### config.mk
export PLATFORM = sky130hd
export DESIGN_NAME = router_output_arbiter
export DESIGN_NICKNAME = d
export VERILOG_FILES = /design/src/rtl/router_output_arbiter.sv
export SDC_FILE = /design/constraint.sdc
export NUM_CORES = 1
export LEC_CHECK = 0
export CAP_MARGIN = 30
export CORE_UTILIZATION = 45
export CTS_BUF_LIST = sky130_fd_sc_hd__clkbuf_8
export CTS_CLUSTER_DIAMETER = 100
export CTS_CLUSTER_SIZE = 40
export DETAILED_ROUTE_END_ITERATION = 16
export PLACE_DENSITY = 0.8
export SLEW_MARGIN = 10
export SYNTH_ARGS = -nofsm -noshare
export SYNTH_HDL_FRONTEND = slang
export SYNTH_SLANG_ARGS = --single-unit
### constraint.sdc
create_clock -name clk -period 2.88 [get_ports clk]
set_clock_uncertainty 0.15 [all_clocks]
set_input_delay 0.288 -clock clk [delete_from_list [all_inputs] [get_ports clk]]
set_output_delay 0.288 -clock clk [all_outputs]
set_load 0.02 [all_outputs]
### src/rtl/router_output_arbiter.sv
// router_output_arbiter: round-robin arbiter of four flit sources into a small output FIFO
module router_output_arbiter #(
  parameter int WIDTH = 11,
  parameter int IDW   = 3,
  parameter int DEPTH = 2,
  parameter int CNTW  = 16
) (
  input  logic              clk,
  input  logic              _RESET,
  input  logic [3:0]        in_valid,
  output logic [3:0]        in_ready,
  input  logic [4*WIDTH-1:0] in_data,
  input  logic [4*IDW-1:0]  in_id,
  output logic              out_valid,
  input  logic              out_ready,
  output logic [WIDTH-1:0]  out_data,
  output logic [IDW-1:0]    out_id,
  output logic [1:0]        out_src,
  output logic [CNTW-1:0]   pkt_count
);
  localparam int AW = $clog2(DEPTH);
  localparam int EW = WIDTH + IDW + 2;
  logic [EW-1:0] mem [DEPTH];
  logic [EW-1:0] head;
  logic [AW-1:0] wr_ptr, rd_ptr;
  logic [AW:0]   count;
  logic [1:0]    rr_ptr, win, idx;
  logic          any, push, pop;
  always_comb begin
    win = '0;
    any = 1'b0;
    idx = '0;
    for (int k = 3; k >= 0; k--) begin
      idx = rr_ptr + 2'(k);
      if (in_valid[idx]) begin
        win = idx;
        any = 1'b1;
      end
    end
  end
  assign in_ready  = (_RESET && any && count < (AW+1)'(DEPTH)) ? 4'b0001 << win : 4'b0000;
  assign push      = |(in_valid & in_ready);
  assign out_valid = count != '0;
  assign pop       = out_valid && out_ready;
  assign head      = mem[rd_ptr];
  assign out_data  = out_valid ? head[EW-1 -: WIDTH] : '0;
  assign out_id    = out_valid ? head[IDW+1 -: IDW] : '0;
  assign out_src   = out_valid ? head[1:0] : '0;
  always_ff @(posedge clk)
    if (push) mem[wr_ptr] <= {in_data[win*WIDTH +: WIDTH], in_id[win*IDW +: IDW], win};
  always_ff @(posedge clk or negedge _RESET)
    if (!_RESET) begin
      wr_ptr    <= '0;
      rd_ptr    <= '0;
      count     <= '0;
      rr_ptr    <= '0;
      pkt_count <= '0;
    end else begin
      wr_ptr    <= push ? wr_ptr + AW'(1) : wr_ptr;
      rd_ptr    <= pop ? rd_ptr + AW'(1) : rd_ptr;
      count     <= count + (AW+1)'(push) - (AW+1)'(pop);
      rr_ptr    <= push ? win + 2'd1 : rr_ptr;
      pkt_count <= (push && !(&pkt_count)) ? pkt_count + CNTW'(1) : pkt_count;
    end
endmodule

* Word-level counts from Yosys, hierarchy flattened
Memories as Yosys holds them, arrays and structs flattened.
Index checks and enable logic that the tools add are counted.
** Word-level totals
- Bits in read-only memories :: 0
- Register bits :: 22
- Bits in latches :: 0
- Memories :: 1
- RAM bits :: 32
- Output and inout port bits :: 37
- Word-level logic and storage cells :: 56
- Input bits :: 63
** Memory list
- mem :: words 2, width 16, read ports 1, clocked after Yosys merged registers in 0, wr ports 1, RTL line 23 : logic [EW-1:0] mem [DEPTH];
** Cells by class
- Bitwise logic cells :: 1
- Multipliers :: 2
- Magnitude comparators :: 5
- Div/mod/pow operators :: 0
- Reduce and logical (&&, ||, !) cells :: 8
- Shift-type cells :: 3
- Muxes and demuxes :: 22
- Add/subtract/negate cells :: 9
- Equality and inequality tests :: 0
** Operators by type and width (count)
- variable part select 44 x 7 -> 11 bit :: 1
- adder 16 x 1 -> 16 bit (second input constant) :: 1
- AND reduction 16 bit :: 1
- < comparator 2 x 3 -> 1 bit (second input constant) :: 4
- variable part select 12 x 5 -> 3 bit :: 1
- two-way mux 11 bit :: 1
- two-way mux 1 bit :: 10
- two-way mux 2 bit :: 5
- binary-select mux 1 bit (select 2 bit) :: 4
- multiplier 2 x 4 -> 6 bit (second input constant) :: 1
- adder 2 x 1 -> 2 bit (second input constant) :: 2
- adder 2 bit (second input constant) :: 2
- AND 4 bit :: 1
- logical AND 1 bit :: 4
- multiplier 2 x 2 -> 4 bit (second input constant) :: 1
- two-way mux 4 bit :: 1
- OR reduction 4 bit :: 1
- << shifter 1 x 2 -> 4 bit (first input constant) :: 1
- two-way mux 3 bit :: 1
- adder 1 bit (second input constant) :: 2
- adder 2 x 1 -> 2 bit :: 1
- < comparator 2 bit (second input constant) :: 1
- nonzero test 2 bit :: 1
- subtractor 2 x 1 -> 2 bit :: 1
- logical NOT 1 bit :: 1

* Depth between registers and ports, before layout
- Depth in word-level cells :: 14
- Mapped depth :: 7
- Mapped depth without buffers :: 7

* Least setup slack after synthesis
OpenSTA, ideal clock, no wires.
- Kind :: register to register
- Start point :: reg count[1]
- End point :: mem mem[0][0] (netlist bit) (enable)
- Clock period less this slack :: 2214 ps
- Stages on the path, launching flop included :: 5
- Required time :: 2342 ps
- Path slack :: 666 ps
- Arrival :: 1676 ps
- Setup time :: 388 ps
- Cells stage by stage :: dfrtp_1 nand2b_1 or2_1 buf_4 nor2_1
** Between the ends
- Longest elaborated chain between the ends :: 7
** Ends and longest elaborated chain
- from (decl) :: RTL line 26 : logic [AW:0] count;
- from (signal assigned) :: RTL line 61 : count <= count + (AW+1)'(push) - (AW+1)'(pop);
- < comparator 2 bit :: RTL line 41 : assign in_ready = (_RESET && any && count < (AW+1)'(DEPTH)) ? 4'b0001 << win : 4'b0000;
- logical AND 1 bit :: RTL line 41
- two-way mux 4 bit :: RTL line 41
- AND 4 bit :: RTL line 42 : assign push = |(in_valid & in_ready);
- OR reduction 4 bit :: RTL line 42
- two-way mux 1 bit :: RTL line 50 : if (push) mem[wr_ptr] <= {in_data[win*WIDTH +: WIDTH], in_id[win*IDW +: IDW], win};
- two-way mux 1 bit (implied by the code) :: RTL line 50
- to (decl) :: RTL line 23
No other way between the ends.

* Final worst setup path
- Start point :: in in_valid[1]
- End point :: out in_ready[1]
** Between the ends
- Longest elaborated chain between the ends :: 9
- Elaborated cells on any way between the ends :: 20
** Ends and longest elaborated chain
- from (decl) :: RTL line 10 : input logic [3:0] in_valid,
- binary-select mux 1 bit (select 2 bit) :: RTL line 35 : if (in_valid[idx]) begin
- two-way mux 1 bit (implied by the code) :: RTL line 35
- two-way mux 1 bit (4 in series) :: RTL line 35
- logical AND 1 bit (2 in series) :: RTL line 41
- two-way mux 4 bit (*) :: RTL line 41
- to (decl) :: RTL line 11 : output logic [3:0] in_ready,
Every way passes the cells marked *; elsewhere a longest branch is shown, timed or not. The select of a mux whose other input is x is not followed.

==> metrics.md <==
| Metric | Value |
|---|---|
| Routing usage on met2 | `roughly a third` |
| Fin area | `roughly 4000 um^2` |
| Via/cell ratio | `approximately 5.1` |
| Synthesized area | `2825 um^2` |
| Inserted Clock Buffers | `5` |
| GPL Wtd Cong | `0.8006` |
| Port Buf Inserts | `~100` |
| RSZ-0062 raised after global routing | `no` |
| Vias in the first global route | `between 2k and 2.5k` |
| Register Area | `around 1500 um^2` |
| CP Data Arrival Time | `2.33 ns` |
| Core Rows | `28` |
| Iter 0 DRT Violations | `between 100 and 150` |
| Die extent in y | `81.24 um` |
| Placement Cell Area | `approximately 4000 um^2` |
| Area grow syn2layout | `41.59%` |
| EDFF count, synth | `32` |
| Outcome | `finished, final reports clean` |
| Worst path max stage delay | `between 0.6 and 0.7 ns` |
| Post-synth top area cell | `edfxtp_1` |
| Mapped Cells | `~230` |
| Area occupied by multi-input gates | `~1200 um^2` |
| Most frequent CP cell | `clkdlybuf4s50_1` |
| Yosys warns | `0` |
| Commonest non-fill, non-tap cell in the layout | `clkdlybuf4s50_1` |
| Clock share of power | `around 13%` |
| Via count | `roughly 2.0k` |
| Initial antenna violation count | `0` |
| P_int | `~2.1 mW` |
| # IOs | `100` |
| Starting Density | `47.16%` |
| Least-Margin Pin Slew | `0.7970 ns` |
| Synth unique cells | `43` |
| CTS tree | `yes` |
| Max VDD drop | `0.0005524 V` |
| Setup TNS | `0 ns` |
| Clock Pin Slew Worst Setup and Hold Paths | `about 0.1 ns` |
| M1 GR Usage | `~25%` |
| # fillers | `~490` |
| Most frequent cells in the layout | `clkdlybuf4s50_1, mux2i_1, edfxtp_1` |
| Seq cells post-synth | `54` |
| Asr flop ratio synth | `between 40 and 50%` |
| Met3 GRT Util | `~4.4%` |
| Combinational power share | `just over 50%` |
| Final Hold Fails | `0` |
| DP HPWL | `about 4600 um` |
| Setup-failing EPs final | `0` |
| Max Clock Freq | `approximately 360 MHz` |
| Flop pwr share | `~36%` |
| First-pass GRT wire length | `about 9600 um` |
| GR Util All Layers | `between 10% and 20%` |
| Relative slew slack | `between 40 and 50%` |
| Post-CTS setup-driven buffer insertion count | `0` |
| Switching power total | `1.240 mW` |
| Die Wd | `between 80 and 90 um` |
| CTS Root Cell | `clkbuf_8` |
| Critical path peak fanout | `5` |
| WP buf/inv | `2` |
| Leakage | `roughly 1.7 nW` |
| Pwr dens | `approximately 830 nW/um^2` |
| Seq/Total Area, Yosys | `53.50%` |
| Largest net degree at the start of global routing | `30` |
| Setup Crit Path Kind | `input port to output pin` |
| Predominant post-synthesis flop cell | `edfxtp_1` |
| Internal reg-to-reg setup slack | `roughly 0.72 ns` |
| Synth area leaders | `edfxtp_1, mux2i_1, dfrtp_1` |
| Critical Path RT | `2.44 ns` |
| Core area | `5991 um^2` |
| Final ANT Viol Nets | `0` |
| Crit path max-delay family | `buffers and inverters` |
| Worst skew pair latency | `~0.30 ns` |
| Slowest-stage cell, CP | `clkdlybuf4s50_1` |
| Routed WL per cell | `around 15 um` |
| Final WL | `~6100 um` |
| Worst setup EP type | `output pin` |
| Final Cycle Share | `96.24%` |
| First-pass DRT Iterations | `4` |
| Syn nets | `between 200 and 300` |
| GRT Residual Overflow | `0` |
| Max-cap violations | `0` |
| Crit path launch type | `input port` |
| DR DRC count | `0` |
| Syn_area_per_cell | `around 13 um^2` |
| N_diodes | `0` |
| Sw frac | `a little under two fifths` |
| Worst min-delay path class | `input port to async pin` |
| H-tree lvl count | `2` |
| DIE AREA | `about 6600 um^2` |
| CTS max path bufs | `2` |
| Final Max Tran Viols | `0` |
| Cell Chain, Critical Path | `clkdlybuf4s50_1, nand2b_1, a21oi_1, o32a_1, nor3_1, clkdlybuf4s50_1` |
| Layout cells sized above 1 | `7.879%` |
| Area fraction of the dominant cell type after synthesis | `approximately a third` |
| Most Crowded Layer GR | `met2` |
| Final net count | `~400` |
| Min Tclk post-route | `roughly 2.8 ns` |
| Clock Sink Count | `54` |
[registers in the layout, summed over array words and instances (netlist names)]
signal,flops
rd_ptr,1
pkt_count,16
rr_ptr,2
wr_ptr,1
count,2
mem,32
[metal layers]
metal | part of all wire (%) | wire (um)
met4 | 0.74 | 45
met2 | 53 | 3234
met3 | 4.5 | 273
met5 | 0 | 0
met1 | 42 | 2525
[cell usage after synthesis (all sizes together) (2+ instances only)]
cell type and n:
xor2 5, and2 2, nor3 4, edfxtp 32, nand3 5, xnor2 12, a21oi 5, nand2b 4
mux2 2, nor4 3, nand2 5, dfrtp 22, mux2i 59, inv 6, ha 2, buf 9
nor2 27, nand4 4
[stage by stage]
| step | hold slack [ns] | instances | utilization, % | power (mW) | worst slack [ns] |
|---|---|---|---|---|---|
| final | 0.2436 | 405 | 66.77 | 3.331 | 0.1083 |
| after global routing | 0.2442 | 405 | 66.77 | 3.540 | 0.004054 |
| after CTS | 0.2544 | 405 | 66.54 | 3.365 | 0.1195 |
| after detailed placement | 0.3301 | 397 | 65.02 | 2.939 | 0.1208 |
| after global placement | 0.3238 | 397 | 65.02 | 2.909 | 0.1616 |
| after floorplan | -0.1576 | 225 | - | 2.285 | 0.6660 |
[power by group through the flow]
stage | sequential, mW | clock, mW | combinational, mW
global placement | 1.21 | 0 | 1.70
CTS | 1.20 | 0.433 | 1.73
floorplan | 1.24 | 0 | 1.05
global route | 1.22 | 0.464 | 1.85
finish | 1.20 | 0.422 | 1.71
detailed placement | 1.22 | 0 | 1.72
[worst paths after layout]
| path | from | endpoint | cells after the start |
|---|---|---|---|
| max in group asynchronous | _RESET | wr_ptr$_DFFE_PN0P_ | 2 |
| hold / removal | _RESET | pkt_count[10]$_DFFE_PN0P_ | 2 |
| setup / recovery | in_valid[1] | in_ready[1] | 6 |
| hold reg to reg | wr_ptr$_DFFE_PN0P_ | wr_ptr$_DFFE_PN0P_ | 1 |
| min in group clk | wr_ptr$_DFFE_PN0P_ | wr_ptr$_DFFE_PN0P_ | 1 |
| setup reg to reg | count[1]$_DFF_PN0_ | mem[1][9]$_DFFE_PP_ | 4 |
[final cells by class]
cell class | count | area share [%]
flip-flops and latches | 54 | 37.79
multi-input cells | 154 | 30.53
repair buffers | 107 | 26.40
well taps | 75 | 2.346
clock buffers | 6 | 2.064
inverters | 7 | 0.6569
clock inverters | 2 | 0.2190
[timing repair]
| action | CTS | global route |
|---|---|---|
| resized for setup | 0 | 3 |
| setup endpoints to repair | 0 | 1 |
| hold buffers | 0 | 0 |
[kinds of logic (layout without fill, tap and decap cells)]
family / Yosys count / in the layout / synth area share, %
multiplexers: 61 / 61 / 21.83
AND/OR/NAND/NOR: 61 / 61 / 11.74
flip-flops: 54 / 54 / 53.50
XOR/XNOR: 17 / 17 / 5.270
buffers and inverters: 17 / 122 / 3.631
AO/OA/AOI/OAI: 13 / 13 / 3.145
adder cells (fa/ha/maj): 2 / 2 / 0.8856
Power figures use the tool's default switching activity.
